===== config.mk =====
export PLATFORM = sky130hd
export DESIGN_NAME = mux4_rr_arbiter
export DESIGN_NICKNAME = d
export VERILOG_FILES = /design/src/rtl/mux4_rr_arbiter_pkg.sv /design/src/rtl/mux4_rr_arbiter_rr_pick4.sv /design/src/rtl/mux4_rr_arbiter.sv
export SDC_FILE = /design/constraint.sdc
export NUM_CORES = 1
export LEC_CHECK = 0
export CAP_MARGIN = 20
export CORE_MARGIN = 2
export CORE_UTILIZATION = 42
export DETAILED_ROUTE_END_ITERATION = 10
export DONT_BUFFER_PORTS = 1
export REMOVE_ABC_BUFFERS = 1
export SETUP_SLACK_MARGIN = 0.2
export SLEW_MARGIN = 30
export SYNTH_ARGS = -nofsm -noshare
export SYNTH_HDL_FRONTEND = slang
export SYNTH_SLANG_ARGS = --single-unit

===== constraint.sdc =====
create_clock -name clk -period 2.2 [get_ports clk]
set_input_delay 0.33 -clock clk [delete_from_list [all_inputs] [get_ports clk]]
set_output_delay 0.33 -clock clk [all_outputs]
set_load 0.005 [all_outputs]

===== src/rtl/mux4_rr_arbiter_pkg.sv =====
// Shared encodings and defaults for the 4-way round-robin mux arbiter.
// Purely declarative: no logic, no latency, no flow control.
package mux4_rr_arbiter_pkg;

  localparam int NUM_REQ      = 4;
  localparam int MAX_HOLD_DEF = 8;

  typedef enum logic {
    ST_IDLE = 1'b0,
    ST_BUSY = 1'b1
  } state_e;

  function automatic logic [NUM_REQ-1:0] onehot4(input logic [1:0] idx);
    onehot4 = 4'b0001 << idx;
  endfunction

endpackage


===== src/rtl/mux4_rr_arbiter_rr_pick4.sv =====
// Round-robin winner pick: rotate req by ptr, lowest-index priority, rotate back.
// Combinational, zero latency; no backpressure.
module rr_pick4
  import mux4_rr_arbiter_pkg::*;
(
  input  logic [NUM_REQ-1:0] req,
  input  logic [1:0]         ptr,
  output logic               any,
  output logic [1:0]         win
);

  logic [2*NUM_REQ-1:0] req_dbl;
  logic [NUM_REQ-1:0]   req_rot;
  logic [1:0]           off;

  always_comb begin
    req_dbl = {req, req};
    req_rot = req_dbl[{1'b0, ptr} +: NUM_REQ];
    off     = 2'd0;
    // Walk downward so the lowest set position (closest to ptr) is kept.
    for (int j = NUM_REQ - 1; j >= 0; j--) begin
      if (req_rot[j]) begin
        off = 2'(j);
      end
    end
    any = |req;
    win = off + ptr;
  end

endmodule


===== src/rtl/mux4_rr_arbiter.sv =====
// Round-robin arbiter owning a 4:1 single-bit mux; grant/sel/valid registered one edge after req.
// No preemption: a grant ends on owner req drop or MAX_HOLD timeout, then one forced idle cycle.
module mux4_rr_arbiter
  import mux4_rr_arbiter_pkg::*;
#(
  parameter int MAX_HOLD = MAX_HOLD_DEF,
  parameter int CNT_W    = 8
) (
  input  logic                clk,
  input  logic                reset,
  input  logic [NUM_REQ-1:0]  req,
  input  logic [NUM_REQ-1:0]  data_in,
  output logic [NUM_REQ-1:0]  grant,
  output logic [1:0]          sel,
  output logic                valid,
  output logic                data_out
);

  localparam logic [CNT_W-1:0] HOLD_LAST = CNT_W'(MAX_HOLD - 1);

  state_e             state_q, state_d;
  logic [NUM_REQ-1:0] grant_q, grant_d;
  logic [1:0]         sel_q, sel_d;
  logic               valid_q, valid_d;
  logic [CNT_W-1:0]   hold_cnt_q, hold_cnt_d;
  logic [1:0]         ptr_q, ptr_d;

  logic               pick_any;
  logic [1:0]         pick_win;

  rr_pick4 u_pick (
    .req (req),
    .ptr (ptr_q),
    .any (pick_any),
    .win (pick_win)
  );

  always_comb begin
    state_d    = state_q;
    grant_d    = grant_q;
    sel_d      = sel_q;
    valid_d    = valid_q;
    hold_cnt_d = hold_cnt_q;
    ptr_d      = ptr_q;
    case (state_q)
      ST_IDLE: begin
        if (pick_any) begin
          state_d    = ST_BUSY;
          grant_d    = onehot4(pick_win);
          sel_d      = pick_win;
          valid_d    = 1'b1;
          hold_cnt_d = '0;
        end
      end
      ST_BUSY: begin
        // sel is left as-is on release; only grant/valid mark the idle cycle.
        if (!req[sel_q] || (hold_cnt_q == HOLD_LAST)) begin
          state_d = ST_IDLE;
          grant_d = '0;
          valid_d = 1'b0;
          ptr_d   = sel_q + 2'd1;
        end else begin
          hold_cnt_d = hold_cnt_q + 1'b1;
        end
      end
      default: begin
        state_d = ST_IDLE;
      end
    endcase
  end

  always_ff @(posedge clk) begin
    if (reset) begin
      state_q    <= ST_IDLE;
      grant_q    <= '0;
      sel_q      <= 2'b00;
      valid_q    <= 1'b0;
      hold_cnt_q <= '0;
      ptr_q      <= 2'b00;
    end else begin
      state_q    <= state_d;
      grant_q    <= grant_d;
      sel_q      <= sel_d;
      valid_q    <= valid_d;
      hold_cnt_q <= hold_cnt_d;
      ptr_q      <= ptr_d;
    end
  end

  assign grant    = grant_q;
  assign sel      = sel_q;
  assign valid    = valid_q;
  assign data_out = valid_q & data_in[sel_q];

endmodule


After elaboration in Yosys (flattened, before gate mapping)
Cells that the tools add are included.
{ "op_classes": {"n_eq_ne": 4, "mux": 20, "add_sub_neg": 3, "n_reduce_logical": 7, "bitwise": 2, "shifts": 2, "n_lt_le_gt_ge": 1} }
{ "ops": {"columns": ["operator", "count"], "rows": [
  ["8-bit two-way mux", 2],
  ["8-bit case mux with 2 select lines", 1],
  ["8-bit by 1-bit adder with 8-bit output, second input constant", 1],
  ["8-bit by 3-bit == test with 1-bit output, second input constant", 1],
  ["2-bit two-way mux", 4],
  ["4-bit two-way mux", 2],
  ["4-bit case mux with 2 select lines", 1],
  ["2-bit AND reduction", 4],
  ["8-bit by 3-bit variable part select with 4-bit output", 1],
  ["1-bit two-way mux", 6],
  ["1-bit binary-select mux with 2-bit select", 2],
  ["2-bit != test, second input constant", 2],
  ["1-bit case mux with 2 select lines", 2],
  ["4-bit OR reduction", 1],
  ["1-bit by 2-bit << shifter with 4-bit output, first input constant", 1],
  ["2-bit by 3-bit less-than comparator with 1-bit output, second input constant", 1],
  ["2-bit by 1-bit adder with 2-bit output, second input constant", 1],
  ["2-bit adder", 1],
  ["2-bit by 1-bit != test with 1-bit output, second input constant", 1],
  ["1-bit bitwise AND", 1],
  ["1-bit zero test", 1],
  ["1-bit logical OR", 1],
  ["1-bit NOT", 1]
]} }
{ "totals": {"input_bits": 10, "regBits": 18, "elab_cells": 45} }

Depth between registers and ports, before layout
Gate-level depths: netlist of run 1.
{ "depth": {"depth_word": 9, "ltp_mapped": 10, "depth_no_buf": 9} }

By module
Synthesis of run 1 repeated with hierarchy kept, for this count alone.
{ "hier_totals": {"cells_unflattened": 124, "area_unflattened_um2": 1056.0} }
{ "modules_own_cells": {"columns": ["mod", "instances", "area_each_um2", "cells_each"], "rows": [
  ["mux4_rr_arbiter", 1, 894.6, 102],
  ["rr_pick4", 1, 161.4, 22]
]} }

Worst setup path after synthesis of run 1
Ideal clock, no wire load.
{ "synth_path": {"kind": "input to register", "startpoint": "input port req[2]", "endpoint": "register grant_q[2] (netlist: grant[2])", "stages": 8, "slack_ns": 0.232, "t_required_ns": 2.138, "n_path_buf": 1, "arrival_time_ns": 1.906, "cell_sequence": "clkbuf_8 > or4_1 > o221ai_1 > ha_1 > xnor2_1 > nor4b_1 > o21ai_0 > nand3_1"} }
{ "synth_via": {"elab_chain_len": 9, "elab_cells_between_ends": 17, "cone_classes": "add/sub: 1; eq/ne: 2; shift: 2; mux: 8; reduce/logical: 4"} }
{ "synth_rtl": {"columns": ["item", "line_no", "text"], "rows": [
  ["start: declaration", "mux4_rr_arbiter.sv:11", "input logic [NUM_REQ-1:0] req,"],
  ["8-bit by 3-bit variable part select with 4-bit output", "mux4_rr_arbiter_rr_pick4.sv:18", "req_rot = req_dbl[{1'b0, ptr} +: NUM_REQ];"],
  ["2-bit two-way mux (4 in series)", "mux4_rr_arbiter_rr_pick4.sv:22", "if (req_rot[j]) begin"],
  ["2-bit adder", "mux4_rr_arbiter_rr_pick4.sv:27", "win = off + ptr;"],
  ["1-bit by 2-bit << shifter with 4-bit output", "mux4_rr_arbiter_pkg.sv:14", "onehot4 = 4'b0001 << idx;"],
  ["4-bit two-way mux", "mux4_rr_arbiter.sv:47", "if (pick_any) begin"],
  ["4-bit case mux with 2 select lines", "mux4_rr_arbiter.sv:45", "case (state_q)"],
  ["end signal: assignment", "mux4_rr_arbiter.sv:82", "grant_q <= grant_d;"],
  ["end: declaration", "mux4_rr_arbiter.sv:22", "logic [NUM_REQ-1:0] grant_q, grant_d;"]
]} }
Parallel ways exist; a longest one is shown, timed or not. The select of a mux whose other input is x is not followed.
A chain may end at the register's enable or synchronous reset.

Worst setup path in the final report of run 1
{ "layout_path": {"startpoint": "register ptr_q[0]", "endpoint": "register sel_q[1] (netlist: sel[1])"} }
{ "layout_via": {"elab_chain_len": 6} }
{ "layout_rtl": {"columns": ["item", "line_no", "text"], "rows": [
  ["start: declaration", "mux4_rr_arbiter.sv:26", "logic [1:0] ptr_q, ptr_d;"],
  ["start signal: assignment", "mux4_rr_arbiter.sv:86", "ptr_q <= ptr_d;"],
  ["8-bit by 3-bit variable part select with 4-bit output", "mux4_rr_arbiter_rr_pick4.sv:18", null],
  ["2-bit two-way mux (4 in series)", "mux4_rr_arbiter_rr_pick4.sv:22", null],
  ["2-bit adder *", "mux4_rr_arbiter_rr_pick4.sv:27", null],
  ["end signal: assignment", "mux4_rr_arbiter.sv:83", "sel_q <= sel_d;"],
  ["end: declaration", "mux4_rr_arbiter.sv:23", "logic [1:0] sel_q, sel_d;"]
]} }
Every way passes the cells marked *; elsewhere a longest branch is shown, timed or not.

==> run metrics, run 1 <==
Final Max Tran Viols=0; placed inst area=1061 um^2; Async SR Flop Fraction=0%; Reg2Reg Depth=6; Port-buffer cells=0; share of cells above drive strength 1=17.56%; Power Total=0.8004 mW; Critical Path AT=2.20 ns; H-Tree Depth=1; Initial Util=44.14%; clock slew at the register clock pins of the worst setup and hold paths=0.11 ns; FF-to-FF Start=ptr_q[0]$_SDFFE_PP0P_; GPL Wtd Cong=0.7881; max frequency=0.5054 GHz; WL/cell=14.61 um; mapped cell area=1084 um^2; antenna violations before repair=0; CP Capture Type=flop; dpl hpwl=1.668 mm; status=completed; Remaining DRCs=0; Worst-Margin Slew=0.7517 ns; vias in the first global route=827; row cnt=18; antenna cells=0; WP data required=2.42 ns; Worst path slowest cell=or4_4; delay-heaviest family, CP=simple AND/OR/NAND/NOR gates; startpoint types=flop; Crit Path Max Fanout=6; MaxCap Viol Count=0; Hold Crit Start=reset; CTS sink count=18; setup ws final=0.2215 ns; Reg2Reg Setup Slack=0.22 ns; Lkg Pwr=0.4056 nW; Area Growth Syn to Fin=9.931%; pin count of the biggest net entering global routing=13; first-pass GRT wire length=3.698 mm; Pre-Repair DR Iteration Count=4; PwrDens=672.0 nW/um^2; # fillers=245; Hold Violations, Final=0; final instance area=1191 um^2; Post-synth EDFFs=0; hold endpoint=ptr_q[0]$_SDFFE_PP0P_; Yosys cell types=37; Num CTS Buffers=3; grt ovf=0; Worst slew margin=49.70%; RSZ-0062 raised after global routing=yes; dpl ws=0.03654 ns; Syn Area/Cell=8.209 um^2; CTS Root Cell=clkbuf_4; Nets=144; Setup TNS=0 ns; worst r2r dst=sel[1]$_SDFFE_PP0P_; cell depth of the worst hold path=1; hold slack=0.07910 ns; number of standard cells in the layout, taps in and fillers out=161; number of vias per cell=5.882; multi-input logic area=715.7 um^2; Inst Count DP=155; num ports=18; GRT Total Usage=17.29%; Seq cells post-synth=18; Cells after Synth=132; clk_skew=0.007724 ns; # hold bufs at CTS=0; CTS tree=done; Tmin final=1.979 ns; Worst-Skew Late Latency=0.30 ns; fin crit share=89.93%; antenna-violating nets left=0; most frequent cells in the layout=19 x nor2_1, 15 x dfxtp_1, 12 x nand2_1; Hold Path Class=in2reg; dominant synthesized flop cell=dfxtp_1; Seq/Total Area, Yosys=33.26%; core area=2455 um^2; Clock Tree Buf Depth=2; Critical Path Max Stage Delay=0.53 ns; Seq. cell area=366.6 um^2; final setup violation count=0; worst path bufs/invs=0; Layout Utilization=48.52%; worst path cell trace=or4_4, o221ai_2, ha_2, xnor2_2, or3_1, a311oi_1; VDD IR-drop max=325.4 uV; commonest non-fill, non-tap cell in the layout=nor2_1; Die W=54.79 um; via count=947; DIE HEIGHT=54.79 um; Die ar.=3002 um^2; DRT iter0 DRCs=13; crit path kind=reg2reg; final WL=2.352 mm; synth warn=0
## report_power, final
| part | total [mW] | internal, mW | switching (mW) |
|---|---|---|---|
| clock network | 0.208 | 0.101 | 0.107 |
| registers | 0.389 | 0.356 | 0.0337 |
| logic | 0.203 | 0.0948 | 0.108 |
| total | 0.800 | 0.551 | 0.249 |
## layout make-up
class / instances / area share [%]
clock buffers: 4 / 3.046
flip-flops and latches: 18 / 30.78
repair buffers: 3 / 1.681
well taps: 30 / 3.151
multi-input cells: 102 / 60.08
inverters: 4 / 1.261
## synthesized netlist by cell type (all sizes together) (3+ instances only)
cell type   n  area, um^2
nand3      11       55.05
dfxtp      18       360.4
o211ai      3       22.52
inv         4       15.01
xor2        6       52.55
clkbuf      4       35.04
nand2      12       45.04
o21ai      12       60.05
buf         4       32.53
nor2       19       71.32
a21oi       7       35.03
o2111ai     3       26.28
## cell families (layout without fill, tap and decap cells)
kind of cell,count (synthesis),in the layout,synth area share [%]
xor gates and xnor gates,8,8,6.467
adders and majority gates,2,2,2.309
buffers and inverters,12,11,7.621
DFF,18,18,33.26
muxes,3,3,5.428
and+or+nand+nor,55,55,24.71
AOI/OAI and AO/OA,34,34,20.21
## timing repair
action,in CTS,in global routing
gates resized for setup,8,13
setup endpoints to repair,10,12
pin swaps,0,4
buffers inserted,0,2
## per-layer routing
layer	part of all wire, %	global-route usage [%]	wire length [um]
met5	0	0	0
met3	6.4	4.645	150
met1	48	24.00	1132
met2	45	25.99	1059
met4	0.38	5.000	9
## flip-flops by register name, indices dropped and copies added, names as in the netlist
| name | cells |
|---|---|
| valid | 1 |
| sel | 2 |
| hold_cnt_q | 8 |
| ptr_q | 2 |
| grant | 4 |
| state_q | 1 |
## worst max-delay path by stage
stage / endpoint / depth (start not counted) / slack, ns / startpoint
after floorplan: grant[2]$_SDFFE_PP0P_ / 7 / 0.30 / ptr_q[0]$_SDFFE_PP0P_
after global placement: grant[2]$_SDFFE_PP0P_ / 8 / 0.16 / ptr_q[0]$_SDFFE_PP0P_
after detailed placement: grant[2]$_SDFFE_PP0P_ / 8 / 0.04 / ptr_q[0]$_SDFFE_PP0P_
after CTS: ptr_q[0]$_SDFFE_PP0P_ / 6 / 0.20 / hold_cnt_q[0]$_SDFFE_PP0P_
after global routing: sel[1]$_SDFFE_PP0P_ / 6 / 0.13 / ptr_q[0]$_SDFFE_PP0P_
final: sel[1]$_SDFFE_PP0P_ / 6 / 0.22 / ptr_q[0]$_SDFFE_PP0P_
No activity file was read; power rests on OpenSTA's default activity.
==> run 2: changes to the inputs <==
--- a/config.mk
+++ b/config.mk
@@ -10,6 +10,8 @@
 export CORE_UTILIZATION = 42
 export DETAILED_ROUTE_END_ITERATION = 10
 export DONT_BUFFER_PORTS = 1
+export MAX_ROUTING_LAYER = met4
+export PLACE_DENSITY = 0.65
 export REMOVE_ABC_BUFFERS = 1
 export SETUP_SLACK_MARGIN = 0.2
 export SLEW_MARGIN = 30
==> constraint.sdc (replaced) <==
create_clock -name clk -period 2.2 [get_ports clk]
set_input_delay 0.55 -clock clk [delete_from_list [all_inputs] [get_ports clk]]
set_output_delay 0.55 -clock clk [all_outputs]
set_load 0.005 [all_outputs]
==> run 2 against run 1 <==
  * Wire length rose by 4.2%
  * Sequential power rose by 1%
  * Sequential share of layout area fell by 0.92 points
  * Register-to-register slack barely moved
  * Die area did not move
  * Critical endpoint unchanged
  * Largest cell class unchanged
  * Largest power group unchanged
==> run metrics, run 2 (synthesized netlist as in run 1, its figures left out) <==
Hold Crit Start=reset; # fillers=223 (-9.0%); met3 Use GR=4.918% (+0.27 points); startpoint types=flop; GR Util met2=25.60% (-0.40 points); switching share of power=31.32% (+0.20 points); CP Capture Type=flop; Tmin final=1.967 ns (-0.01111 ns); PwrDens=671.3 nW/um^2 (about the same); DIE HEIGHT=54.79 um (unchanged); RSZ-0062 raised after global routing=yes; Reg2Reg Setup Slack=0.23 ns (about the same); worst r2r dst=sel[1]$_SDFFE_PP0P_; hold endpoint=hold_cnt_q[0]$_SDFFE_PP0P_; Port-buffer cells=0 (unchanged); clock slew at the register clock pins of the worst setup and hold paths=0.11 ns (about the same); Critical Path AT=2.18 ns (-0.02 ns); GPL Wtd Cong=0.8260 (+4.8%); Worst-Margin Slew=0.7042 ns (-0.04750 ns); MaxCap Viol Count=0 (unchanged); P_sw=0.2599 mW (+4.4%); Area Growth Syn to Fin=14.09%; Worst slew margin=52.88% (+3.2 points); Comb power frac=27.2% (+1.8 points); Layout Utilization=50.36% (+1.8 points); Num CTS Buffers=3 (unchanged); WP data required=2.41 ns (about the same); CTS tree=done; CTS sink count=18 (unchanged); Power Total=0.8299 mW (+3.7%); # hold bufs at CTS=0 (unchanged); Hold Violations, Final=0 (unchanged); pin count of the biggest net entering global routing=13 (unchanged); core area=2455 um^2 (unchanged); antenna violations before repair=0 (unchanged); share of cells above drive strength 1=21.64% (+4.1 points); crit path kind=reg2reg; Die ar.=3002 um^2 (unchanged); CTS Root Cell=clkbuf_4; Final Max Tran Viols=0 (unchanged); sequential share of power=47.4% (-1.3 points); antenna cells=0 (unchanged); vias in the first global route=830 (+0.36%); Nets=147 (+2.1%); FF-to-FF Start=ptr_q[0]$_SDFFE_PP0P_; Largest register FFs=8 (unchanged); global routing's busiest layer=met2; Initial Util=44.14% (unchanged); fin crit share=89.43% (-0.50 points); antenna-violating nets left=0 (unchanged); max frequency=0.5083 GHz (+0.56%); commonest non-fill, non-tap cell in the layout=nor2_1; grt ovf=0 (unchanged); Die W=54.79 um (unchanged); via count=949 (+0.21%); most frequent cells in the layout=19 x nor2_1, 13 x dfxtp_1, 12 x nand2_1; DRT iter0 DRCs=26 (+13); Hold Path Class=in2reg; status=completed; Clock Tree Buf Depth=2 (unchanged); Pint=0.5700 mW (+3.4%); part of the power in the clock network=25.4% (-0.6 points); VDD IR-drop max=459.1 uV (+41%); cell depth of the worst hold path=1 (unchanged); number of vias per cell=5.787 (-1.6%); row cnt=18 (unchanged); Remaining DRCs=0 (unchanged); Pre-Repair DR Iteration Count=4 (unchanged); final WL=2.450 mm (+4.2%); placed inst area=1069 um^2 (+0.71%); num ports=18 (unchanged); WL/cell=14.94 um (+2.3%); dpl hpwl=1.610 mm (-3.5%); Worst-Skew Late Latency=0.30 ns (about the same); clk_skew=0.007388 ns (-0.0003356 ns); final instance area=1236 um^2 (+3.8%); H-Tree Depth=1 (unchanged); first-pass GRT wire length=3.636 mm (-1.7%); Crit Path Max Fanout=6 (unchanged); Setup TNS=0 ns (unchanged); Reg2Reg Depth=6 (unchanged); final setup violation count=0 (unchanged); Reg with most FFs=hold_cnt_q; Lkg Pwr=0.4279 nW (+5.5%); met1 Resource Use GR=22.83% (-1.2 points); GRT Total Usage=17.13% (-0.16 points)
## run 2: what timing repair did
action                                  in CTS  in global routing
buffers inserted                             1                  3
endpoints found under the setup margin       8                 14
gates resized for setup                      6                 18
pin swaps                                    0                  8
## run 2: power by group through the flow
stage                     Combinational, mW  Clock [mW]  Sequential, mW
after floorplan                       0.126           0           0.391
after global placement                0.160           0           0.396
after detailed placement              0.162           0           0.396
after CTS                             0.178       0.219           0.391
after global routing                  0.250       0.229           0.399
final                                 0.225       0.211           0.393
## run 2: area by class of cell
class / instances / area [um^2] / area share [%]
timing repair buffer: 6 / 46.29 / 3.745
clock buffer: 4 / 36.28 / 2.935
sequential: 18 / 369.1 / 29.86
multi-input combinational: 102 / 732.0 / 59.21
inverter: 4 / 15.01 / 1.215
tap: 30 / 37.54 / 3.036
## run 2: per-layer routing
metal  part of all wire (%)  wire length (um)
met2                     47              1147
met4                      0                 0
met3                    7.3               179
met5                      0                 0
met1                     46              1123
## run 2: critical path, stage by stage (launching register included)
cell and delay (ns):
dfxtp_4 0.38, or4_4 0.47, o221ai_2 0.08, ha_2 0.25, xnor2_4 0.11, or3_1 0.35
a311oi_1 0.24
## run 2: worst max path at each step
stage / start / endpoint / slack [ns] / depth (start not counted)
final: ptr_q[0]$_SDFFE_PP0P_ / sel[1]$_SDFFE_PP0P_ / 0.23 / 6
after global routing: ptr_q[0]$_SDFFE_PP0P_ / sel[1]$_SDFFE_PP0P_ / 0.13 / 6
after CTS: sel[0]$_SDFFE_PP0P_ / data_out / 0.21 / 3
after detailed placement: req[2] / grant[2]$_SDFFE_PP0P_ / -0.04 / 9
after global placement: req[2] / grant[2]$_SDFFE_PP0P_ / 0.04 / 7
after floorplan: req[2] / grant[2]$_SDFFE_PP0P_ / 0.14 / 7
## run 2: stage by stage
step	cells	hold slack [ns]	setup WS, ns
floorplan	124	0.4632	0.1419
global placement	156	0.4865	0.04106
detailed placement	156	0.4911	-0.03626
CTS	161	0.2873	0.2057
global route	164	0.2772	0.1324
finish	164	0.2982	0.2326
